**config.mk**
```make
export PLATFORM = sky130hd
export DESIGN_NAME = lcd_nibble_reader
export DESIGN_NICKNAME = d
export VERILOG_FILES = /design/src/rtl/lcd_nibble_reader.sv
export SDC_FILE = /design/constraint.sdc
export NUM_CORES = 1
export LEC_CHECK = 0
export ABC_AREA = 1
export BUFFER_PORTS_ARGS = -buffer_cell sky130_fd_sc_hd__buf_2
export CORE_ASPECT_RATIO = 0.8
export CORE_MARGIN = 2
export CORE_UTILIZATION = 55
export CTS_BUF_LIST = sky130_fd_sc_hd__clkbuf_4 sky130_fd_sc_hd__clkbuf_8
export CTS_CLUSTER_SIZE = 16
export DETAILED_ROUTE_END_ITERATION = 16
export GPL_ROUTABILITY_DRIVEN = 0
export MAX_ROUTING_LAYER = met4
export PLACE_DENSITY = 0.79
export SETUP_SLACK_MARGIN = 0.1
export SYNTH_ARGS = -nofsm -noshare
export SYNTH_HDL_FRONTEND = slang
export SYNTH_SLANG_ARGS = --single-unit
```
**constraint.sdc**
```tcl
create_clock -name clk -period 2.6 [get_ports clk]
set_input_delay 0.13 -clock clk [delete_from_list [all_inputs] [get_ports clk]]
set_output_delay 0.13 -clock clk [all_outputs]
set_load 0.01 [all_outputs]
```
**src/rtl/lcd_nibble_reader.sv**
```systemverilog
// rtl/lcd_nibble_reader.sv - HD44780 4-bit bus reader: one byte per request as two nibble reads
//
// Ports:
//   clk, rst                 system clock, synchronous active-high reset
//   req_valid/req_rs/req_ready   read request (req_rs: 0 = busy/address, 1 = data)
//   rsp_valid/rsp_ready      response handshake, rsp_data = {high, low} nibble
//   rsp_busy                 busy flag (rsp_data[7]) for RS=0 reads, else 0
//   lcd_db_in                LCD DB[7:4] sampled from the pins
//   lcd_e/lcd_rs/lcd_rw      LCD control pins
//   bus_own                  block owns the LCD pins; top level must tristate DB drivers
//   sf_ce0                   StrataFlash disable, tied high
module lcd_nibble_reader #(
  parameter int SETUP_CYC = 2,
  parameter int EHIGH_CYC = 12,
  parameter int HOLD_CYC  = 1,
  parameter int GAP_CYC   = 50
) (
  input  logic       clk,
  input  logic       rst,
  input  logic       req_valid,
  input  logic       req_rs,
  output logic       req_ready,
  output logic       rsp_valid,
  input  logic       rsp_ready,
  output logic [7:0] rsp_data,
  output logic       rsp_busy,
  input  logic [3:0] lcd_db_in,
  output logic       lcd_e,
  output logic       lcd_rs,
  output logic       lcd_rw,
  output logic       bus_own,
  output logic       sf_ce0
);

  typedef enum logic [3:0] {
    IDLE, SETUP_H, EHIGH_H, HOLD_H, GAP_H,
    SETUP_L, EHIGH_L, HOLD_L, GAP_L, RESP
  } state_t;

  // Counter load values: a state lasting N clocks counts N-1 down to 0.
  localparam logic [7:0] SETUP_LD = 8'(SETUP_CYC - 1);
  localparam logic [7:0] EHIGH_LD = 8'(EHIGH_CYC - 1);
  localparam logic [7:0] HOLD_LD  = 8'(HOLD_CYC - 1);
  localparam logic [7:0] GAP_LD   = 8'(GAP_CYC - 1);

  state_t     state, state_d;
  logic [7:0] cnt, cnt_d;
  logic       armed;       // low during reset and for the first cycle after it
  logic       latched_rs;
  logic [7:0] data_q;

  function automatic logic [7:0] load_for(input state_t s);
    case (s)
      SETUP_H, SETUP_L: return SETUP_LD;
      EHIGH_H, EHIGH_L: return EHIGH_LD;
      HOLD_H,  HOLD_L:  return HOLD_LD;
      GAP_H,   GAP_L:   return GAP_LD;
      default:          return 8'd0;
    endcase
  endfunction

  always_comb begin
    state_d = state;
    cnt_d   = cnt;
    case (state)
      IDLE:    if (req_valid && armed) state_d = SETUP_H;
      SETUP_H: if (cnt == 8'd0) state_d = EHIGH_H;
      EHIGH_H: if (cnt == 8'd0) state_d = HOLD_H;
      HOLD_H:  if (cnt == 8'd0) state_d = GAP_H;
      GAP_H:   if (cnt == 8'd0) state_d = SETUP_L;
      SETUP_L: if (cnt == 8'd0) state_d = EHIGH_L;
      EHIGH_L: if (cnt == 8'd0) state_d = HOLD_L;
      HOLD_L:  if (cnt == 8'd0) state_d = GAP_L;
      GAP_L:   if (cnt == 8'd0) state_d = RESP;
      RESP:    if (rsp_ready) state_d = IDLE;
      default: state_d = IDLE;
    endcase
    if (state_d != state) begin
      cnt_d = load_for(state_d);
    end else if (cnt != 8'd0) begin
      cnt_d = cnt - 8'd1;
    end
  end

  always_ff @(posedge clk) begin
    if (rst) begin
      state      <= IDLE;
      cnt        <= 8'd0;
      armed      <= 1'b0;
      latched_rs <= 1'b0;
      data_q     <= 8'd0;
    end else begin
      state <= state_d;
      cnt   <= cnt_d;
      armed <= 1'b1;
      if (state == IDLE && state_d == SETUP_H) latched_rs <= req_rs;
      // Sample on the edge that ends the last E-high clock, E still high.
      if (state == EHIGH_H && cnt == 8'd0) data_q[7:4] <= lcd_db_in;
      if (state == EHIGH_L && cnt == 8'd0) data_q[3:0] <= lcd_db_in;
    end
  end

  // Outputs are decoded from registered state only, so they change on clock edges.
  logic in_read;
  assign in_read   = (state != IDLE) && (state != RESP);
  assign bus_own   = in_read;
  assign lcd_rw    = in_read;
  assign lcd_rs    = in_read && latched_rs;
  assign lcd_e     = (state == EHIGH_H) || (state == EHIGH_L);
  assign req_ready = (state == IDLE) && armed;
  assign rsp_valid = (state == RESP);
  assign rsp_data  = data_q;
  assign rsp_busy  = (state == RESP) && !latched_rs && data_q[7];
  assign sf_ce0    = 1'b1;

endmodule
```
After elaboration in Yosys (flattened, before gate mapping)
Memory sizes are Yosys's and may differ from the RTL's.
Cells that the tools add are included.
- bits in registers: 22
- bits in read-only memories: 80
- input port bits: 9
- word-level logic and storage cells: 50
- memories kept: 1
- memories (name ; depth ; bits a word ; rd ports ; clocked after memory_dff ; wr ports ; RTL line ; source):
    (name not given) ; 16 ; 5 ; 1 ; 0 ; 0 ; 53 ; case (s)
- add/subtract/negate cells: 1
- eq/ne operators: 12
- mux-type cells: 14
- reduce and logical (&&, ||, !) cells: 16
- operator list (cell ; number):
    two-way mux 4 bit ; 10
    case mux 4 bit (10 select lines) ; 1
    equality test 4 x 3 -> 1 bit (second input constant) ; 4
    two-way mux 8 bit ; 2
    logical AND 1 bit ; 9
    equality test 4 x 1 -> 1 bit (second input constant) ; 2
    equality test 4 x 2 -> 1 bit (second input constant) ; 2
    equality test 4 bit (second input constant) ; 2
    logical NOT 8 bit ; 1
    nonzero test 8 bit ; 1
    subtractor 8 x 1 -> 8 bit (second input constant) ; 1
    logical NOT 4 bit ; 1
    inequality test 4 bit ; 1
    inequality test 4 bit (second input constant) ; 1
    nonzero test 4 bit ; 1
    nonzero test 2 bit ; 1
    logical NOT 1 bit ; 1
    logical OR 1 bit ; 1
    two-way mux 1 bit ; 1

Depth between registers and ports, before layout
- depth in word-level cells: 5
- gate-level depth with buffers: 16
- mapped depth without buffers: 16

Least setup slack after synthesis
No wires, ideal clock.
- kind: register to register
- from: register cnt[0]
- to: register cnt[0]
- arrival time: 1.803 ns
- required time: 2.484 ns
- setup slack: 0.681 ns
- cell stages (with the launch flop): 17
- buffers on the path: 0
- path through: dfxtp_1 inv_1 ha_1 inv_1 nor2_1 nand2_1 nor2_2 nor2_4 nand2_2 inv_1 ha_1 inv_1 nand2_1 nand3_1 nand2_1 nor2_1 nor2_1
- longest elaborated chain between the ends: 5
- ends and longest elaborated chain (what ; RTL line ; source):
    start: declaration ; 47 ; logic [7:0] cnt, cnt_d;
    start signal: assignment ; 94 ; cnt <= cnt_d;
    logical NOT 8 bit * ; - ;
    two-way mux 4 bit, or another cell as far along ; 74 ; GAP_L: if (cnt == 8'd0) state_d = RESP;
    case mux 4 bit (10 select lines) * ; 65 ; case (state)
    named net state_d[0] ; 46 ; state_t state, state_d;
    memory (16 x 5 bit) / inequality test 4 bit (equally long branches) ; - ;
    two-way mux 8 bit / nonzero test 2 bit (equally long branches) ; - ;
Mark *: on every way through the listed nets, which the timed path passes. The rest lies on a longest branch. The select of a mux whose other input is x is not followed.
A chain may end at the register's enable or synchronous reset.

Worst setup path after layout
Ends and elaborated chain as after synthesis.

==> impl_metrics.json <==
{
  "grt-ovfl-total": 0,
  "instances_no_fill": 257,
  "core_area_mm2": 0.00242,
  "worst_slack_ps": 357,
  "wl_per_cell_um": 11.1,
  "die-area_mm2": 0.00293,
  "ys_seq_area_frac": 0.319,
  "setup_violations": 0,
  "status": "finished clean",
  "ir_worst_vdd_v": 0.000403,
  "p_per_area_mw_per_mm2": 1050,
  "dr.pass1.iters": 4,
  "hold_viol_final": 0,
  "fin_tns_setup_ps": 0,
  "diodes": 0,
  "ys_warn_count": 0,
  "hp-class": "in -> reg",
  "sw_frac_of_total": 0.457,
  "vias": 1217,
  "dp_hpwl_um": 2170,
  "timing.fmax_mhz": 446,
  "rows": 16,
  "drt_iter0_markers": 83,
  "critPathKind": "reg -> reg",
  "path_cells": "inv_1 > ha_1 > inv_1 > nor2_1 > nand2_1 > nor2_4 > nor2_4 > nand2_2 > inv_1 > ha_1 > inv_1 > nand2_1 > nand3_1 > nand2_1 > nor2_1 > nor2_1",
  "syn_area_mm2": 0.00138,
  "cts_resized": 0,
  "p_int_mw": 0.902,
  "crit_path_end_kind": "register",
  "final_nets": 236,
  "syn-num-nets": 211,
  "fin_crit_ps": 2240,
  "clk_pin_slew_worst_paths_ps": 130,
  "layout.cells.most_common_list": "33 x inv_1, 33 x nand2_1, 24 x nor2_1, 23 x buf_2, 22 x dfxtp_1",
  "crit_top_cell": "inv_1",
  "syn-instance-count": 197,
  "grt_usage": 0.222,
  "slew_viol_final": 0,
  "grt_pass1_vias": 1085,
  "pre_cts_ws_ps": 464,
  "final_layout_size_suffix_gt1_frac": 0.240,
  "io_pins": 25,
  "clock_latency_ps": 320,
  "cts_root_buf": "clkbuf_4",
  "cp_max_fo": 4,
  "clock_path_buffers": 2,
  "critPathBufInv": 4,
  "ys_ff_latch": 22,
  "power_frac_comb": 0.563,
  "grt_max_degree": 14,
  "drc": 0,
  "skew_ps": 1.36,
  "maxCapViolCount": 0,
  "die_h_um": 48.8,
  "pwr-share-seq": 0.275,
  "cts_post_setup_buffers_inserted": 0,
  "critical_path.slowest_cell": "dfxtp_1",
  "cp_data_required_time_ps": 2820,
  "yosys-top-cells-area": "dfxtp_1 32%, inv_1 9.0%, nand2_1 9.0%",
  "arrival_ps": 2460,
  "io_buffer_count": 23,
  "cpPeakStageDelay_ps": 340,
  "rsz0062_at_grt": "no",
  "crit_family": "simple AND/OR/NAND/NOR gates",
  "fp.dieW_um": 60.0,
  "grt_pass1_wl_um": 4820,
  "htree_levels": 1,
  "holdBufCountCts": 0,
  "vias_per_cell": 4.74,
  "synth_area_leader_cell": "dfxtp_1",
  "synth.avg_cell_area_um2": 7.01,
  "fin_crit_sh": 0.863,
  "ant_nets": 0,
  "antenna_found_initial": 0,
  "p_clk_frac": 0.161,
  "start_util": 0.570,
  "cts_sinks": 22,
  "cts_tree": "yes",
  "synth.distinct_cells": 28,
  "leakage_nw": 0.800,
  "p_switching_mw": 0.760,
  "wirelength_um": 2850,
  "place_inst": 253,
  "area_delta_synth_final_pct": 14.4,
  "critPathLaunchType": "register",
  "yosys.area.top_type_share": 0.319,
  "cts_inserted_buffers": 3
}
-- power by group through the flow --
stage | registers [mW] | clock network [mW] | logic (mW)
final | 0.457 | 0.268 | 0.936
after global routing | 0.467 | 0.286 | 1.05
after CTS | 0.457 | 0.273 | 0.923
after detailed placement | 0.462 | 0 | 0.906
after global placement | 0.459 | 0 | 0.907
after floorplan | 0.454 | 0 | 0.759
-- worst paths after layout --
kind,startpoint,to,slack (ps),cells after the start
hold reg to reg,rsp_data[3],rsp_data[3],450,2
setup / recovery,cnt[0],cnt[0],360,16
hold / removal,rst,state[2],50,2
setup reg to reg,cnt[0],cnt[0],360,16
-- through the flow --
step	power (mW)	hold slack [ps]	utilization	instance area, um2
CTS	1.65	37.0	0.650	1580
floorplan	1.21	202	-	1380
global placement	1.37	389	0.629	1520
detailed placement	1.37	388	0.629	1520
finish	1.66	49.3	0.652	1580
global route	1.80	30.0	0.652	1580
-- metal layers --
layer | part of all wire | global-route usage | vias to the layer above
met5 | 0 | - | -
met1 | 0.52 | 0.311 | 525
li1 | - | - | 658
met4 | 0.0032 | 0.0333 | 0
met2 | 0.43 | 0.330 | 32
met3 | 0.043 | 0.0584 | 2
-- registers in the layout, indices dropped and copies added (netlist names) --
register and count:
state 4, latched_rs 1, armed 1, rsp_data 8, cnt 8
-- logic make-up (layout without fill, tap and decap cells) --
| logic type | Yosys count | in the layout | share of synthesized area |
|---|---|---|---|
| simple gates | 96 | 96 | 0.376 |
| xor+xnor | 6 | 6 | 0.0380 |
| fa+ha+maj | 5 | 5 | 0.0453 |
| flops | 22 | 22 | 0.319 |
| compound gates | 27 | 27 | 0.105 |
| other cells | 1 | 1 | 0.00271 |
| buf+inv | 40 | 64 | 0.114 |
-- area by class of cell --
type | count | area [um2]
clock buffer | 3 | 22.5
clock inverter | 1 | 30.0
fill | 209 | 842
inverter | 37 | 139
multi-input combinational | 135 | 788
sequential | 22 | 440
tap | 36 | 45.0
timing repair buffer | 23 | 115
-- synth_stat cells (all sizes together) --
| cell | instances |
|---|---|
| dfxtp | 22 |
| o211ai | 2 |
| a21oi | 12 |
| nor4 | 1 |
| o21ai | 11 |
| xor2 | 6 |
| nor2 | 33 |
| and2 | 2 |
| nand4 | 3 |
| a21boi | 1 |
| clkbuf | 1 |
| nor3b | 1 |
| nand2 | 44 |
| nor3 | 1 |
| ha | 5 |
| nand3 | 11 |
| buf | 2 |
| conb | 1 |
| inv | 37 |
| o21bai | 1 |
(Power assumes the default switching activity.)
